===== src/rtl/alu_mc_pkg.sv =====
// rtl/alu_mc_pkg.sv - shared types and shift helper for the multicycle ALU
package alu_mc_pkg;

    // Widest operand the shift helper handles; the ALU width must not exceed it.
    localparam int MAX_W = 64;

    typedef enum logic [2:0] {
        OP_ADD   = 3'b000,
        OP_SUB   = 3'b001,
        OP_DIV   = 3'b010,
        OP_MUL   = 3'b011,
        OP_SHIFT = 3'b100,
        OP_REM   = 3'b101,
        OP_MOV   = 3'b110,
        OP_RSVD  = 3'b111
    } op_e;

    typedef enum logic [1:0] {
        SH_LSL = 2'b00,
        SH_LSR = 2'b01,
        SH_ASR = 2'b10,
        SH_ROR = 2'b11
    } shift_e;

    typedef enum logic [1:0] {
        IDLE = 2'b00,
        MUL  = 2'b01,
        DIV  = 2'b10,
        FIN  = 2'b11
    } state_e;

    function automatic logic is_divop(input op_e op);
        return (op == OP_DIV) || (op == OP_REM);
    endfunction

    // Shifts the low 'width' bits of val; bits above width are returned as zero.
    // amt is always below width, so ROR never needs an explicit modulo.
    function automatic logic [MAX_W-1:0] shift_fn(
        input logic [MAX_W-1:0] val,
        input logic [5:0]       amt,
        input shift_e           kind,
        input logic [6:0]       width
    );
        logic [MAX_W-1:0] mask;
        logic [MAX_W-1:0] v;
        logic [MAX_W-1:0] r;
        logic [5:0]       msb;
        mask = (width >= 7'd64) ? {MAX_W{1'b1}} : ((64'd1 << width) - 64'd1);
        v    = val & mask;
        msb  = 6'(width - 7'd1);
        r    = v;
        case (kind)
            SH_LSL: r = (v << amt) & mask;
            SH_LSR: r = v >> amt;
            SH_ASR: begin
                r = v >> amt;
                if (v[msb]) begin
                    r = r | (mask & ~(mask >> amt));
                end
            end
            SH_ROR: begin
                if (amt != 6'd0) begin
                    r = ((v >> amt) | (v << (width - {1'b0, amt}))) & mask;
                end
            end
            default: r = v;
        endcase
        return r;
    endfunction

endpackage


===== src/rtl/alu_multicycle_if.sv =====
// rtl/alu_multicycle_if.sv - request/response bundle between execute control and the ALU
interface alu_multicycle_if #(
    parameter int N   = 32,
    parameter int SHW = $clog2(N)
);
    logic           start;
    logic [N-1:0]   a;
    logic [N-1:0]   b;
    logic [2:0]     ALUControl;
    logic [SHW-1:0] Shamt;
    logic [1:0]     ShiftType;
    logic           busy;
    logic           done;
    logic [N-1:0]   Result;
    logic [3:0]     ALUFlags;
    logic           DivByZero;

    modport master (
        output start, a, b, ALUControl, Shamt, ShiftType,
        input  busy, done, Result, ALUFlags, DivByZero
    );

    modport slave (
        input  start, a, b, ALUControl, Shamt, ShiftType,
        output busy, done, Result, ALUFlags, DivByZero
    );
endinterface


===== src/rtl/iter_muldiv.sv =====
// rtl/iter_muldiv.sv - shared shift-add multiply / restoring divide datapath
module iter_muldiv #(
    parameter int N = 32
) (
    input  logic         clk,
    input  logic         reset,
    input  logic         load,
    input  logic         mode,        // 0 = multiply, 1 = divide
    input  logic [N-1:0] a,
    input  logic [N-1:0] b,
    input  logic         step,
    output logic [N-1:0] product_lo,
    output logic [N-1:0] quotient,
    output logic [N-1:0] remainder
);

    // acc: product accumulator (mul) or partial remainder (div, N+1 bits)
    // q:   multiplier shifting right (mul) or dividend/quotient shifting left (div)
    // d:   multiplicand shifting left (mul) or fixed divisor (div)
    logic [N:0]   acc_q, acc_d;
    logic [N-1:0] q_q, q_d;
    logic [N-1:0] d_q, d_d;

    logic [N-1:0] addend;
    logic [N-1:0] mul_sum;
    logic [N+1:0] shifted;
    logic [N+1:0] trial;
    logic         fits;
    logic [N:0]   div_acc;
    logic [N-1:0] div_q;

    // One iteration of each algorithm; outputs are the values after the current step,
    // so the parent can capture the final answer during the last step cycle.
    always_comb begin
        addend   = q_q[0] ? d_q : '0;
        mul_sum  = acc_q[N-1:0] + addend;
        shifted  = {acc_q, q_q[N-1]};
        trial    = shifted - {2'b00, d_q};
        fits     = ~trial[N+1];
        div_acc  = fits ? trial[N:0] : shifted[N:0];
        div_q    = {q_q[N-2:0], fits};

        product_lo = mul_sum;
        quotient   = div_q;
        remainder  = div_acc[N-1:0];

        acc_d = acc_q;
        q_d   = q_q;
        d_d   = d_q;
        if (load) begin
            acc_d = '0;
            q_d   = mode ? a : b;
            d_d   = mode ? b : a;
        end else if (step) begin
            if (mode) begin
                acc_d = div_acc;
                q_d   = div_q;
            end else begin
                acc_d = {1'b0, mul_sum};
                q_d   = q_q >> 1;
                d_d   = d_q << 1;
            end
        end
    end

    // Datapath registers
    always_ff @(posedge clk or posedge reset) begin
        if (reset) begin
            acc_q <= '0;
            q_q   <= '0;
            d_q   <= '0;
        end else begin
            acc_q <= acc_d;
            q_q   <= q_d;
            d_q   <= d_d;
        end
    end

endmodule


===== src/rtl/alu_multicycle.sv =====
// rtl/alu_multicycle.sv - registered ALU with start/busy/done and iterative mul/div
module alu_multicycle
    import alu_mc_pkg::*;
#(
    parameter int N   = 32,
    parameter int SHW = $clog2(N)
) (
    input  logic            clk,
    input  logic            reset,
    alu_multicycle_if.slave bus
);

    state_e         state_q, state_d;
    op_e            op_q, op_d;
    logic [SHW-1:0] cnt_q, cnt_d;
    logic [N-1:0]   result_q, result_d;
    logic [3:0]     flags_q, flags_d;
    logic           dbz_q, dbz_d;

    op_e            op_in;
    logic [N:0]     sum;
    logic [N-1:0]   b_eff;
    logic [N-1:0]   sc_result;
    logic           sc_c;
    logic           sc_v;
    logic [MAX_W-1:0] sh_val;
    logic [5:0]     sh_amt;
    logic [N-1:0]   fin_res;

    logic           load;
    logic           step;
    logic           mode_div;
    logic [N-1:0]   product_lo;
    logic [N-1:0]   quotient;
    logic [N-1:0]   remainder;

    assign op_in = op_e'(bus.ALUControl);

    // Result and C/V for every op that completes in the accept cycle (incl. divide by zero)
    always_comb begin
        b_eff     = (op_in == OP_SUB) ? ~bus.b : bus.b;
        sum       = {1'b0, bus.a} + {1'b0, b_eff} + {{N{1'b0}}, (op_in == OP_SUB)};
        sh_val    = '0;
        sh_val[N-1:0] = bus.b;
        sh_amt    = '0;
        sh_amt[SHW-1:0] = bus.Shamt;
        sc_result = '0;
        sc_c      = 1'b0;
        sc_v      = 1'b0;
        case (op_in)
            OP_ADD, OP_SUB: begin
                sc_result = sum[N-1:0];
                sc_c      = sum[N];
                sc_v      = (bus.a[N-1] == b_eff[N-1]) && (sum[N-1] != bus.a[N-1]);
            end
            OP_DIV:   sc_result = '1;
            OP_REM:   sc_result = bus.a;
            OP_SHIFT: sc_result = N'(shift_fn(sh_val, sh_amt, shift_e'(bus.ShiftType), 7'(N)));
            OP_MOV:   sc_result = bus.a;
            default:  sc_result = '0;
        endcase
    end

    // Control FSM: accept in IDLE, iterate N steps in MUL/DIV, publish in FIN
    always_comb begin
        state_d  = state_q;
        op_d     = op_q;
        cnt_d    = cnt_q;
        result_d = result_q;
        flags_d  = flags_q;
        dbz_d    = dbz_q;
        load     = 1'b0;
        step     = 1'b0;
        fin_res  = '0;
        mode_div = (state_q == IDLE) ? is_divop(op_in) : (state_q == DIV);
        case (state_q)
            IDLE: begin
                if (bus.start) begin
                    load  = 1'b1;
                    op_d  = op_in;
                    dbz_d = is_divop(op_in) && (bus.b == '0);
                    if (op_in == OP_MUL) begin
                        state_d = MUL;
                        cnt_d   = SHW'(N - 1);
                    end else if (is_divop(op_in) && (bus.b != '0)) begin
                        state_d = DIV;
                        cnt_d   = SHW'(N - 1);
                    end else begin
                        state_d  = FIN;
                        result_d = sc_result;
                        flags_d  = {sc_result[N-1], (sc_result == '0), sc_c, sc_v};
                    end
                end
            end
            MUL, DIV: begin
                step  = 1'b1;
                cnt_d = cnt_q - 1'b1;
                if (cnt_q == '0) begin
                    state_d  = FIN;
                    cnt_d    = '0;
                    if (state_q == MUL) begin
                        fin_res = product_lo;
                    end else if (op_q == OP_REM) begin
                        fin_res = remainder;
                    end else begin
                        fin_res = quotient;
                    end
                    result_d = fin_res;
                    flags_d  = {fin_res[N-1], (fin_res == '0), 2'b00};
                end
            end
            FIN: begin
                state_d = IDLE;
            end
            default: begin
                state_d = IDLE;
            end
        endcase
    end

    // State and output registers; reset aborts any operation in flight
    always_ff @(posedge clk or posedge reset) begin
        if (reset) begin
            state_q  <= IDLE;
            op_q     <= OP_ADD;
            cnt_q    <= '0;
            result_q <= '0;
            flags_q  <= '0;
            dbz_q    <= 1'b0;
        end else begin
            state_q  <= state_d;
            op_q     <= op_d;
            cnt_q    <= cnt_d;
            result_q <= result_d;
            flags_q  <= flags_d;
            dbz_q    <= dbz_d;
        end
    end

    iter_muldiv #(.N(N)) u_iter (
        .clk        (clk),
        .reset      (reset),
        .load       (load),
        .mode       (mode_div),
        .a          (bus.a),
        .b          (bus.b),
        .step       (step),
        .product_lo (product_lo),
        .quotient   (quotient),
        .remainder  (remainder)
    );

    assign bus.busy      = (state_q == MUL) || (state_q == DIV);
    assign bus.done      = (state_q == FIN);
    assign bus.Result    = result_q;
    assign bus.ALUFlags  = flags_q;
    assign bus.DivByZero = dbz_q;

endmodule


===== src/flat_wrapper.sv =====
// flat-port wrapper written by rule: the top's interface ports become plain ports
module alu_multicycle_flat import alu_mc_pkg::*;
#(
    parameter int N   = 32,
    parameter int SHW = $clog2(N)
)
  (clk, reset, bus_start, bus_a, bus_b, bus_ALUControl, bus_Shamt, bus_ShiftType, bus_busy, bus_done, bus_Result, bus_ALUFlags, bus_DivByZero);
  alu_multicycle_if #(.N(N), .SHW(SHW)) bus_i ();
  input  logic clk;
  input  logic reset;
  input wire logic [$bits(bus_i.start)-1:0] bus_start;
  input wire logic [$bits(bus_i.a)-1:0] bus_a;
  input wire logic [$bits(bus_i.b)-1:0] bus_b;
  input wire logic [$bits(bus_i.ALUControl)-1:0] bus_ALUControl;
  input wire logic [$bits(bus_i.Shamt)-1:0] bus_Shamt;
  input wire logic [$bits(bus_i.ShiftType)-1:0] bus_ShiftType;
  output wire logic [$bits(bus_i.busy)-1:0] bus_busy;
  output wire logic [$bits(bus_i.done)-1:0] bus_done;
  output wire logic [$bits(bus_i.Result)-1:0] bus_Result;
  output wire logic [$bits(bus_i.ALUFlags)-1:0] bus_ALUFlags;
  output wire logic [$bits(bus_i.DivByZero)-1:0] bus_DivByZero;
  assign bus_i.start = bus_start;
  assign bus_i.a = bus_a;
  assign bus_i.b = bus_b;
  assign bus_i.ALUControl = bus_ALUControl;
  assign bus_i.Shamt = bus_Shamt;
  assign bus_i.ShiftType = bus_ShiftType;
  assign bus_busy = bus_i.busy;
  assign bus_done = bus_i.done;
  assign bus_Result = bus_i.Result;
  assign bus_ALUFlags = bus_i.ALUFlags;
  assign bus_DivByZero = bus_i.DivByZero;
  alu_multicycle #(.N(N), .SHW(SHW)) u_core (.clk(clk), .reset(reset), .bus(bus_i));
endmodule

===== config.mk =====
export PLATFORM = sky130hd
export DESIGN_NAME = alu_multicycle_flat
export DESIGN_NICKNAME = d
export VERILOG_FILES = /design/src/rtl/alu_mc_pkg.sv /design/src/rtl/alu_multicycle_if.sv /design/src/rtl/iter_muldiv.sv /design/src/rtl/alu_multicycle.sv /design/src/flat_wrapper.sv
export SDC_FILE = /design/constraint.sdc
export NUM_CORES = 1
export LEC_CHECK = 0
export ABC_AREA = 1
export BUFFER_PORTS_ARGS = -buffer_cell sky130_fd_sc_hd__buf_2
export CORE_MARGIN = 8
export CORE_UTILIZATION = 35
export CTS_CLUSTER_SIZE = 14
export DETAILED_ROUTE_END_ITERATION = 6
export SYNTH_ARGS = -nofsm -noshare
export SYNTH_HDL_FRONTEND = slang
export SYNTH_SLANG_ARGS = --single-unit

===== constraint.sdc =====
create_clock -name clk -period 5.47 [get_ports clk]
set_clock_uncertainty 0.2 [all_clocks]
set_input_delay 1.094 -clock clk [delete_from_list [all_inputs] [get_ports clk]]
set_output_delay 1.094 -clock clk [all_outputs]
set_load 0.02 [all_outputs]

[Word-level counts from Yosys, hierarchy flattened]
Index checks and enable logic that the tools add are counted.
Operators by class
  $add $sub $neg: 6
  bitwise logic cells: 5
  muxes and demuxes: 48
  shifts and indexed selects: 4
  reductions and logical operators: 24
  eq/ne operators: 21
Operator list (number)
  32-bit 2-to-1 mux: 20
  32-bit case mux with 4 select lines: 2
  33-bit 2-to-1 mux: 4
  32-bit logical NOT: 3
  32-bit NOT: 2
  32-bit OR: 2
  32-bit case mux with 2 select lines: 1
  34-bit by 32-bit subtractor with 34-bit output: 1
  32-bit by 32-bit adder with 33-bit output: 1
  33-bit by 1-bit adder with 33-bit output: 1
  32-bit adder: 1
  32-bit nonzero test: 1
  32-bit by 5-bit left shift with 32-bit output: 1
  32-bit by 7-bit left shift with 32-bit output: 1
  32-bit by 5-bit >> shifter with 32-bit output: 1
  32-bit by 5-bit >> shifter with 32-bit output, first input constant: 1
  5-bit 2-to-1 mux: 4
  4-bit 2-to-1 mux: 4
  3-bit == test, second input constant: 4
  5-bit case mux with 2 select lines: 1
  2-bit == test, second input constant: 4
  4-bit case mux with 2 select lines: 1
  1-bit 2-to-1 mux: 7
  6-bit by 5-bit subtractor with 7-bit output, first input constant: 1
  other kinds (23): 39
Word-level totals
  bits in registers: 144
  logic and storage cells: 117
  output and inout bits: 39
  input bits: 77

[Depth between registers and ports, before layout]
Gate-level depths: netlist (run 1).
  word-level depth: 11
  gate-level depth with buffers: 27
  gate-level depth less buffers: 26

[Modules after synthesis]
From an unflattened synthesis (run 1), not the netlist that was laid out.
Unflattened totals
  cell total of the unflattened synthesis: 4170
  area, all modules: 23246.0 um^2
By module, submodules not included
  alu_multicycle: instances 1, cells an instance 2345, area an instance 12189.2 um^2, sequential area each 1151.1 um^2
  iter_muldiv: instances 1, cells an instance 1825, area an instance 11056.9 um^2, sequential area each 2427.3 um^2

[Least setup slack after synthesis (run 1)]
OpenSTA, ideal clock, no wires.
  path kind: input -> register
  from: in bus_ALUControl[1]
  to: reg u_core.flags_q[2] (netlist: u_core.bus.ALUFlags[2])
  buffers on the path: 1
  path slack: 1.465 ns
  data required time: 5.197 ns
  stages on the path: 25
  setup time: 0.073 ns
  data arrival time: 3.732 ns
  path through: nor2_4 -> nand2_2 -> buf_1 -> xor2_1 -> ha_1 -> nand2_1 -> nor2_1 -> inv_1 -> nor3_1 -> nand2_1 -> nand2_1 -> nand2_1 -> nand2_1 -> nand2_1 -> nand3_1 -> nand2_1 -> nor2_1 -> nand2_1 -> nor2_1 -> nand2_1 -> nor2_1 -> nand3_1 -> nand2_1 -> inv_1 -> a21oi_2
Between the ends
  longest elaborated chain between the ends: 10
  elaborated cells between the ends (all ways): 23
  classes of those cells: add/sub: 2; eq/ne: 8; mux: 6; reduce/logical: 7
RTL lines
  start: declaration: RTL line flat_wrapper.sv:14  | input wire logic [$bits(bus_i.ALUControl)-1:0] bus_ALUControl;
  3-bit by 1-bit == test with 1-bit output: RTL line alu_multicycle.sv:41, alu_multicycle.sv:42, alu_multicycle.sv:50
  32-bit 2-to-1 mux: RTL line alu_multicycle.sv:41  | b_eff = (op_in == OP_SUB) ? ~bus.b : bus.b;
  32-bit by 32-bit adder with 33-bit output: RTL line alu_multicycle.sv:42  | sum = {1'b0, bus.a} + {1'b0, b_eff} + {{N{1'b0}}, (op_in == OP_SUB)};
  33-bit by 1-bit adder with 33-bit output: RTL line alu_multicycle.sv:42
  32-bit case mux with 4 select lines: RTL line alu_multicycle.sv:50  | case (op_in)
  32-bit logical NOT: RTL line alu_multicycle.sv:91  | flags_d = {sc_result[N-1], (sc_result == '0), sc_c, sc_v};
  4-bit 2-to-1 mux: RTL line alu_multicycle.sv:85  | end else if (is_divop(op_in) && (bus.b != '0)) begin
  4-bit 2-to-1 mux: RTL line alu_multicycle.sv:82  | if (op_in == OP_MUL) begin
  4-bit 2-to-1 mux: RTL line alu_multicycle.sv:78  | if (bus.start) begin
  4-bit case mux with 2 select lines: RTL line alu_multicycle.sv:76  | case (state_q)
  end signal: assignment: RTL line alu_multicycle.sv:135  | flags_q <= flags_d;
  end: declaration: RTL line alu_multicycle.sv:17  | logic [3:0] flags_q, flags_d;
Several ways; a longest one is shown, not always the timed one. The select of a mux whose other input is x is not followed.
A chain may end at the register's enable or synchronous reset.

[Worst setup path in the final report (run 1)]
  from: in bus_Shamt[0]
  to: reg u_core.flags_q[2] (netlist: u_core.bus.ALUFlags[2])
Between the ends
  longest elaborated chain between the ends: 11
  elaborated cells between the ends (all ways): 18
  classes of those cells: add/sub: 1; shift: 4; mux: 8; bitwise: 3; reduce/logical: 2
RTL lines
  start: declaration: RTL line flat_wrapper.sv:15  | input wire logic [$bits(bus_i.Shamt)-1:0] bus_Shamt;
  6-bit by 5-bit subtractor with 7-bit output / 32-bit by 5-bit >> shifter with 32-bit output (equally long branches): RTL line alu_mc_pkg.sv:63, alu_mc_pkg.sv:58
  32-bit by 7-bit left shift with 32-bit output / 32-bit NOT (equally long branches): RTL line alu_mc_pkg.sv:63, alu_mc_pkg.sv:58
  32-bit OR, on equally long branches: RTL line alu_mc_pkg.sv:63, alu_mc_pkg.sv:58
  32-bit 2-to-1 mux, on equally long branches: RTL line alu_mc_pkg.sv:62, alu_mc_pkg.sv:57
  32-bit case mux with 4 select lines (*): RTL line alu_mc_pkg.sv:52  | case (kind)
  32-bit case mux with 4 select lines (*): RTL line alu_multicycle.sv:50
  32-bit logical NOT (*): RTL line alu_multicycle.sv:91
  4-bit 2-to-1 mux (*): RTL line alu_multicycle.sv:85
  4-bit 2-to-1 mux (*): RTL line alu_multicycle.sv:82
  4-bit 2-to-1 mux (*): RTL line alu_multicycle.sv:78
  4-bit case mux with 2 select lines (*): RTL line alu_multicycle.sv:76
Every way passes the cells marked *; elsewhere a longest branch is shown, timed or not. The select of a mux whose other input is x is not followed.

==> results of run 1 <==
metal layers:
layer  GRT usage [%]  up-vias  wire (um)
met4            14.3        0       6180
li1                -    13100          -
met3            6.34      267      12900
met2            44.2     1753      45600
met1            43.5    13200      48200
met5               0        -          0
worst reg2reg max path: cells and delay by family, from the launching register on:
family / cells / cell delay (ns)
flops: 1 / 0.43
buf+inv: 3 / 0.53
fa+ha+maj: 1 / 0.20
compound gates: 5 / 1.46
simple gates: 13 / 1.31
power groups by stage:
stage / logic (mW) / registers, mW / clock network (mW)
final: 10.5 / 2.07 / 1.24
after global routing: 11.5 / 2.11 / 1.28
after CTS: 10.2 / 2.04 / 1.24
after detailed placement: 10.2 / 2.06 / 0
after global placement: 10.2 / 2.06 / 0
after floorplan: 7.18 / 2.03 / 0
state kept, by name, indices dropped and copies added, names as in the netlist:
register              cells
u_core.bus.DivByZero      1
u_core.u_iter.q_q        32
u_core.bus.ALUFlags       4
u_core.op_q               3
u_core.state_q            2
u_core.u_iter.acc_q      33
u_core.u_iter.d_q        32
u_core.cnt_q              5
u_core.bus.Result        31
area by class of cell:
class / count / area [sq um] / share of cell area, %
multi-input combinational: 3127 / 15900 / 66.7
sequential: 143 / 3580 / 15.0
inverter: 413 / 1560 / 6.54
timing repair buffer: 189 / 1170 / 4.91
tap: 837 / 1050 / 4.40
clock buffer: 18 / 429 / 1.80
clock inverter: 13 / 154 / 0.646
stage by stage:
step / total power, mW / hold WS, ns / std cells / area, sq um / util (%)
after global placement: 12.2 / 0.279 / 4709 / 23200 / 37.7
after global routing: 14.9 / 0.310 / 4740 / 23800 / 38.7
after detailed placement: 12.2 / 0.278 / 4709 / 23200 / 37.7
after CTS: 13.5 / 0.293 / 4740 / 23800 / 38.7
after floorplan: 9.21 / 0.253 / 3866 / 21800 / -
final: 13.8 / 0.295 / 4740 / 23800 / 38.7
Yosys cell counts, types with 23 or more instances:
cell type / instances
a21oi_1: 318
a2bb2oi_1: 25
a31oi_1: 43
buf_1: 23
buf_2: 30
clkbuf_1: 112
dfrtp_1: 143
ha_1: 107
inv_1: 394
nand2_1: 1086
nand3_1: 667
nand4_1: 37
nor2_1: 287
o211ai_1: 58
o21ai_0: 225
xor2_1: 55
cells by family (layout without fill, tap and decap cells):
logic type | after synthesis | count (layout)
AND/OR/NAND/NOR | 2166 | 2166
AO/OA/AOI/OAI | 780 | 780
buffers and inverters | 596 | 633
flip-flops | 143 | 143
adder cells (fa/ha/maj) | 110 | 110
XOR/XNOR | 71 | 71
worst paths after layout:
kind	start	depth (start not counted)	slack [ns]	end
max	bus_Shamt[0]	21	1.11	u_core.bus.ALUFlags[2]$_DFFE_PP0P_
min	u_core.op_q[0]$_DFFE_PP0P_	2	0.29	u_core.op_q[0]$_DFFE_PP0P_
max reg2reg	u_core.u_iter.q_q[0]$_DFFE_PP0P_	22	1.27	u_core.bus.ALUFlags[2]$_DFFE_PP0P_
min reg2reg	u_core.op_q[0]$_DFFE_PP0P_	2	0.29	u_core.op_q[0]$_DFFE_PP0P_
max in group asynchronous	reset	3	3.37	u_core.bus.Result[22]$_DFFE_PP0P_
min in group asynchronous	reset	2	0.62	u_core.u_iter.acc_q[30]$_DFFE_PP0P_
==> results.yml, run 1 <==
global_routing:
  grt_max_degree: 108
  grt_pass1_vias: 26000
  grtUsageTotal_pct: 30.8
  grt_antenna_before_repair: 0
  grt_pass1_wl_um: 167000
  overflow: 0
yosys:
  avgSynthCellArea_sq_um: 5.64
  netlist.area_leader.share_pct: 18.7
  synth_nets: 4053
  synth-xor-area-share_pct: 2.85
  synthTopCellsByArea: "nand2_1 (19%), dfrtp_1 (16%), nand3_1 (15%), a21oi_1 (7.3%), inv_1 (6.8%)"
  synthFlopType: "dfrtp_1"
  synth_fa_ha_area_share_pct: 6.42
  synthSimpleGateAreaFrac_pct: 42.8
  synth_warnings: 0
  synth_edf_count: 0
  synthDistinctLibCells: 57
  async_reset_ff_share_pct: 100
  synth_area_sq_mm: 0.0218
  synth_seq_area_share_pct: 16.4
  synth_compound_gate_area_share_pct: 20.6
  synth_top_cell_by_area: "nand2_1"
  synth-seq-cells: 143
  synth_top_family_by_area: "simple AND/OR/NAND/NOR gates"
  synthesis.instances: 3866
  muxShareOfSynthArea_pct: 0
cells_and_area:
  drive_gt1_share_pct: 7.64
  fillCellCount: 6997
  layout_commonest_cell: "nand2_1"
  most-common-layout-cells: "nand2_1 (1,085), nand3_1 (667), inv_1 (393)"
  finish.net_count: 4078
  n_antenna_cell: 0
  area_growth_pct: 9.23
timing:
  slew_viol_final: 0
  tightest_slew_ns: 1.02
  setup_viol: 0
  rsz0062_at_grt: "false"
  hold_viol: 0
  period_share_pct: 79.7
  setup_tns_ns: 0
  relSlewSlack_pct: 32.1
  fmax_mhz: 229
  min_period_ns: 4.36
  fin_ws_ns: 1.11
power_and_ir_drop:
  p_per_area_mw_per_mm2: 581
  cellLeakagePower_nw: 12.2
  peakVddDrop_uv: 521
  comb_power_share_pct: 76.1
  p_sw_mw: 8.37
  power_frac_seq_pct: 15.0
  power.internal_mw: 5.46
  pwr-share-clk_pct: 9.0
  p_sw_share_pct: 60.5
clocking:
  root_buffer: "clkbuf_16"
  ctsResizeCount: 0
  clock_latency_ns: 0.45
  htree_num_levels: 4
  hold_buffers: 0
  cts_num_sinks: 143
  cts_made_buffers: 17
  tritoncts: "built"
  post_cts_buffers: 0
  cts.reportedPaths.clkPinSlew_ns: 0.07
  cts_buffer_depth: 2
detailed_routing:
  wl_um: 113000
  post_drt_via_cell_ratio: 5.96
  antenna_left: 0
  drcViolationCount: 0
  drtPass1Iterations: 6
  avgRoutedWirePerCell_um: 23.8
  first_iter_violations: 3937
  vias: 28300
status:
  status: "finished, final reports clean"
worst_setup_path:
  worst_setup_path_start_kind: "input port"
  cp.arrival_ns: 4.49
  crit_buf_inv: 5
  critPathTopFamily: "buffers and inverters"
  crit_fanout: 34
  worstPathRequired_ns: 5.60
  slowest_stage: "buf_2"
  cp-end-kind: "flip-flop"
  crit_type: "in -> reg"
  cpMostUsedCell: "nor2_1"
  crit_chain: "buf_2 -> inv_4 -> ha_1 -> ha_1 -> inv_1 -> buf_4 -> nand3_1 -> nand2_1 -> nand3_1 -> nand2_1 -> nor2_1 -> nor2_1 -> nor2_1 -> nand4_1 -> nor2_1 -> nand2_1 -> nor2_1 -> nand3_1 -> nand2_1 -> inv_1 -> a21oi_2"
  worst_path_largest_cell_delay_ns: 0.49
die:
  core_area_sq_mm: 0.0616
  initial_core_util_pct: 35.4
  die_w_um: 266
  rows: 91
  die-height_um: 266
  boundaryPins: 116
  fp.dieArea_sq_mm: 0.0705
placed_design:
  post-dp-hpwl_um: 89100
  pre_cts_slack_ns: 0.797
  io_buffers: 115
  place_congestion: 1.05
run:
  maxCapViolations: 0
worst_hold_path:
  hold_path.class: "reg -> reg"
Note: power is estimated with default switching activity, not from simulation.
==> inputs of run 2 (changes only) <==
- clock period: 5.47 -> 3.6 ns (I/O delays scaled with it)
==> run 2 against run 1 <==
Against the previous run:
- first-iteration DRC count decreased by 5.8%
- cell count increased by 11%
- combinational power increased by 82%
- worst setup slack got worse by 1.0 ns
- worst hold slack got worse by 0.068 ns
- global-route usage increased by 1.3 points
- non-clock buffer count increased by 539
- flip-flop and latch count unchanged
- count of clock-buffer cells in the layout unchanged
- largest cell class unchanged
==> results.yml, run 2 (synthesized netlist as in run 1, its figures left out) <==
clocking:
  htree_num_levels: 4
  clock_latency_ns: 0.45
  cts_buffer_depth: 2
  root_buffer: "clkbuf_16"
  cts_num_sinks: 143
  cts.reportedPaths.clkPinSlew_ns: 0.07
  tritoncts: "built"
  cts_made_buffers: 17
cells_and_area:
  most-common-layout-cells: "nand2_1 (1,062), nand3_1 (655), buf_4 (583)"
  drive_gt1_share_pct: 22.0
  top_register: "u_core.u_iter.acc_q"
  reg.largest.list: "u_core.u_iter.acc_q: 33 flops, u_core.u_iter.d_q: 32 flops, u_core.u_iter.q_q: 32 flops"
  fin_cells: 5281
  fin_area_sq_mm: 0.0288
  area_growth_pct: 32.2
  finish.net_count: 4617
  layout_commonest_cell: "nand2_1"
  post-route-util_pct: 46.8
  largest_register_ffs: 33
global_routing:
  grt_max_degree: 103
  grtUsageMet1_pct: 46.0
  grtUsageTotal_pct: 32.1
  grt_use_met2_pct: 45.9
  busiest_layer: "met1"
  grt_pass1_vias: 27500
  grt_pass1_wl_um: 173000
  met3_usage_pct: 5.62
  grt_antenna_before_repair: 1
  overflow: 0
die:
  core_area_sq_mm: 0.0616
  rows: 91
  boundaryPins: 116
  fp.dieArea_sq_mm: 0.0705
  die-height_um: 266
  initial_core_util_pct: 35.4
  die_w_um: 266
placed_design:
  pre_cts_slack_ns: -0.396
  place_congestion: 1.11
  post-dp-hpwl_um: 96600
  io_buffers: 115
  place_inst: 5241
  postPlaceCellArea_sq_mm: 0.0276
status:
  status: "finished, final reports clean"
worst_setup_path:
  cp_num_cells: 21
  worstPathRequired_ns: 3.77
  crit_type: "reg -> reg"
  cp-end-kind: "flip-flop"
  ff2ff_path_depth: 21
  worst_setup_path_start_kind: "flip-flop"
  worst_path_largest_cell_delay_ns: 0.43
  cpMostUsedCell: "nand2_1"
  crit_chain: "inv_1 -> ha_1 -> inv_1 -> fa_1 -> nand3_1 -> nand2_2 -> nand2_1 -> nand2_1 -> nand4_1 -> nand3_1 -> nand2_1 -> nand2_1 -> nand2_1 -> nand3_2 -> a21oi_2 -> nand2_1 -> nor2_1 -> nand4_1 -> nor2_2 -> nand2_1 -> a21oi_2"
  slowest_stage: "fa_1"
  cp-startpoint: "u_core.u_iter.q_q[31]$_DFFE_PP0P_"
  r2r_setup_slack_ns: 0.06
  r2r_end: "u_core.bus.ALUFlags[2]$_DFFE_PP0P_"
  critPathTopFamily: "simple AND/OR/NAND/NOR gates"
  cp.arrival_ns: 3.71
  crit_buf_inv: 2
  crit_fanout: 4
  crit_end: "u_core.bus.ALUFlags[2]$_DFFE_PP0P_"
  r2r-start: "u_core.u_iter.q_q[31]$_DFFE_PP0P_"
timing:
  period_share_pct: 98.2
  rsz0062_at_grt: "true"
  fin_ws_ns: 0.0631
  setup_viol: 0
  tightest_slew_ns: 0.966
  holdWs_ns: 0.227
  relSlewSlack_pct: 35.6
  hold_viol: 0
  min_period_ns: 3.54
  fmax_mhz: 283
  setup_tns_ns: 0
  slew_viol_final: 0
detailed_routing:
  first_iter_violations: 3710
  antenna_left: 0
  avgRoutedWirePerCell_um: 22.2
  wl_um: 117000
  vias: 29900
  drtPass1Iterations: 7
  drcViolationCount: 0
  post_drt_via_cell_ratio: 5.66
power_and_ir_drop:
  peakVddDrop_uv: 656
  cellLeakagePower_nw: 14.9
  p_per_area_mw_per_mm2: 835
  power_mw: 24.1
run:
  maxCapViolations: 0
worst_hold_path:
  hold_path.class: "in -> async"
==> run 2: cell types whose count changed in the layout (fill, tap and decap cells not counted), sizes merged <==
cell      delta
inv          -2
clkinv       +4
buf        +539
diode        +1
clkinvlp     -1
==> run 2: how the worst min path moves through the flow <==
stage / depth (start not counted) / slack, ns / start / to
floorplan: 2 / 0.25 / u_core.op_q[0]$_DFFE_PP0P_ / u_core.op_q[0]$_DFFE_PP0P_
global placement: 1 / 0.26 / u_core.bus.Result[0]$_DFFE_PP0P_ / u_core.bus.Result[0]$_DFFE_PP0P_
detailed placement: 1 / 0.27 / u_core.bus.Result[0]$_DFFE_PP0P_ / u_core.bus.Result[0]$_DFFE_PP0P_
CTS: 3 / 0.28 / reset / u_core.bus.Result[0]$_DFFE_PP0P_
global route: 3 / 0.30 / reset / u_core.bus.Result[30]$_DFFE_PP0P_
finish: 3 / 0.23 / reset / u_core.bus.Result[30]$_DFFE_PP0P_
==> run 2: what timing repair did <==
| item | in CTS | in global routing |
|---|---|---|
| resized for setup | 6 | 154 |
| pin swaps | 1 | 30 |
| hold buffers | 0 | 0 |
| cloned | 0 | 0 |
| buffers inserted | 1 | 6 |
| setup endpoints to repair | 1 | 7 |
| endpoints found under the hold margin | 0 | 0 |
==> run 2: power breakdown <==
part	total [mW]	leakage (nW)	switching [mW]	internal, mW
clock	1.85	0.282	0.823	1.03
combinational	19.1	13.0	12.0	7.19
sequential	3.09	1.67	0.649	2.44
==> run 2: area by class of cell <==
cell class | count | area [sq um]
antenna | 1 | 2.50
clock buffer | 18 | 429
clock inverter | 14 | 155
fill | 6643 | 32800
inverter | 413 | 1560
multi-input combinational | 3127 | 16500
sequential | 143 | 3580
tap | 837 | 1050
timing repair buffer | 728 | 5550
==> run 2: layer usage <==
metal,share of wire (%),routed length [um]
met5,0,0
met4,5.9,6870
met3,11,12400
met2,40,46900
met1,44,51100
==> run 2: worst reg2reg max path: stages (launching register included) <==
cell	delay [ns]
dfrtp_1	0.36
inv_1	0.15
ha_1	0.20
inv_1	0.11
fa_1	0.43
nand3_1	0.11
nand2_2	0.11
nand2_1	0.09
nand2_1	0.14
nand4_1	0.17
nand3_1	0.09
nand2_1	0.08
nand2_1	0.06
nand2_1	0.11
nand3_2	0.13
a21oi_2	0.26
nand2_1	0.09
nor2_1	0.14
nand4_1	0.11
nor2_2	0.15
nand2_1	0.09
a21oi_2	0.12
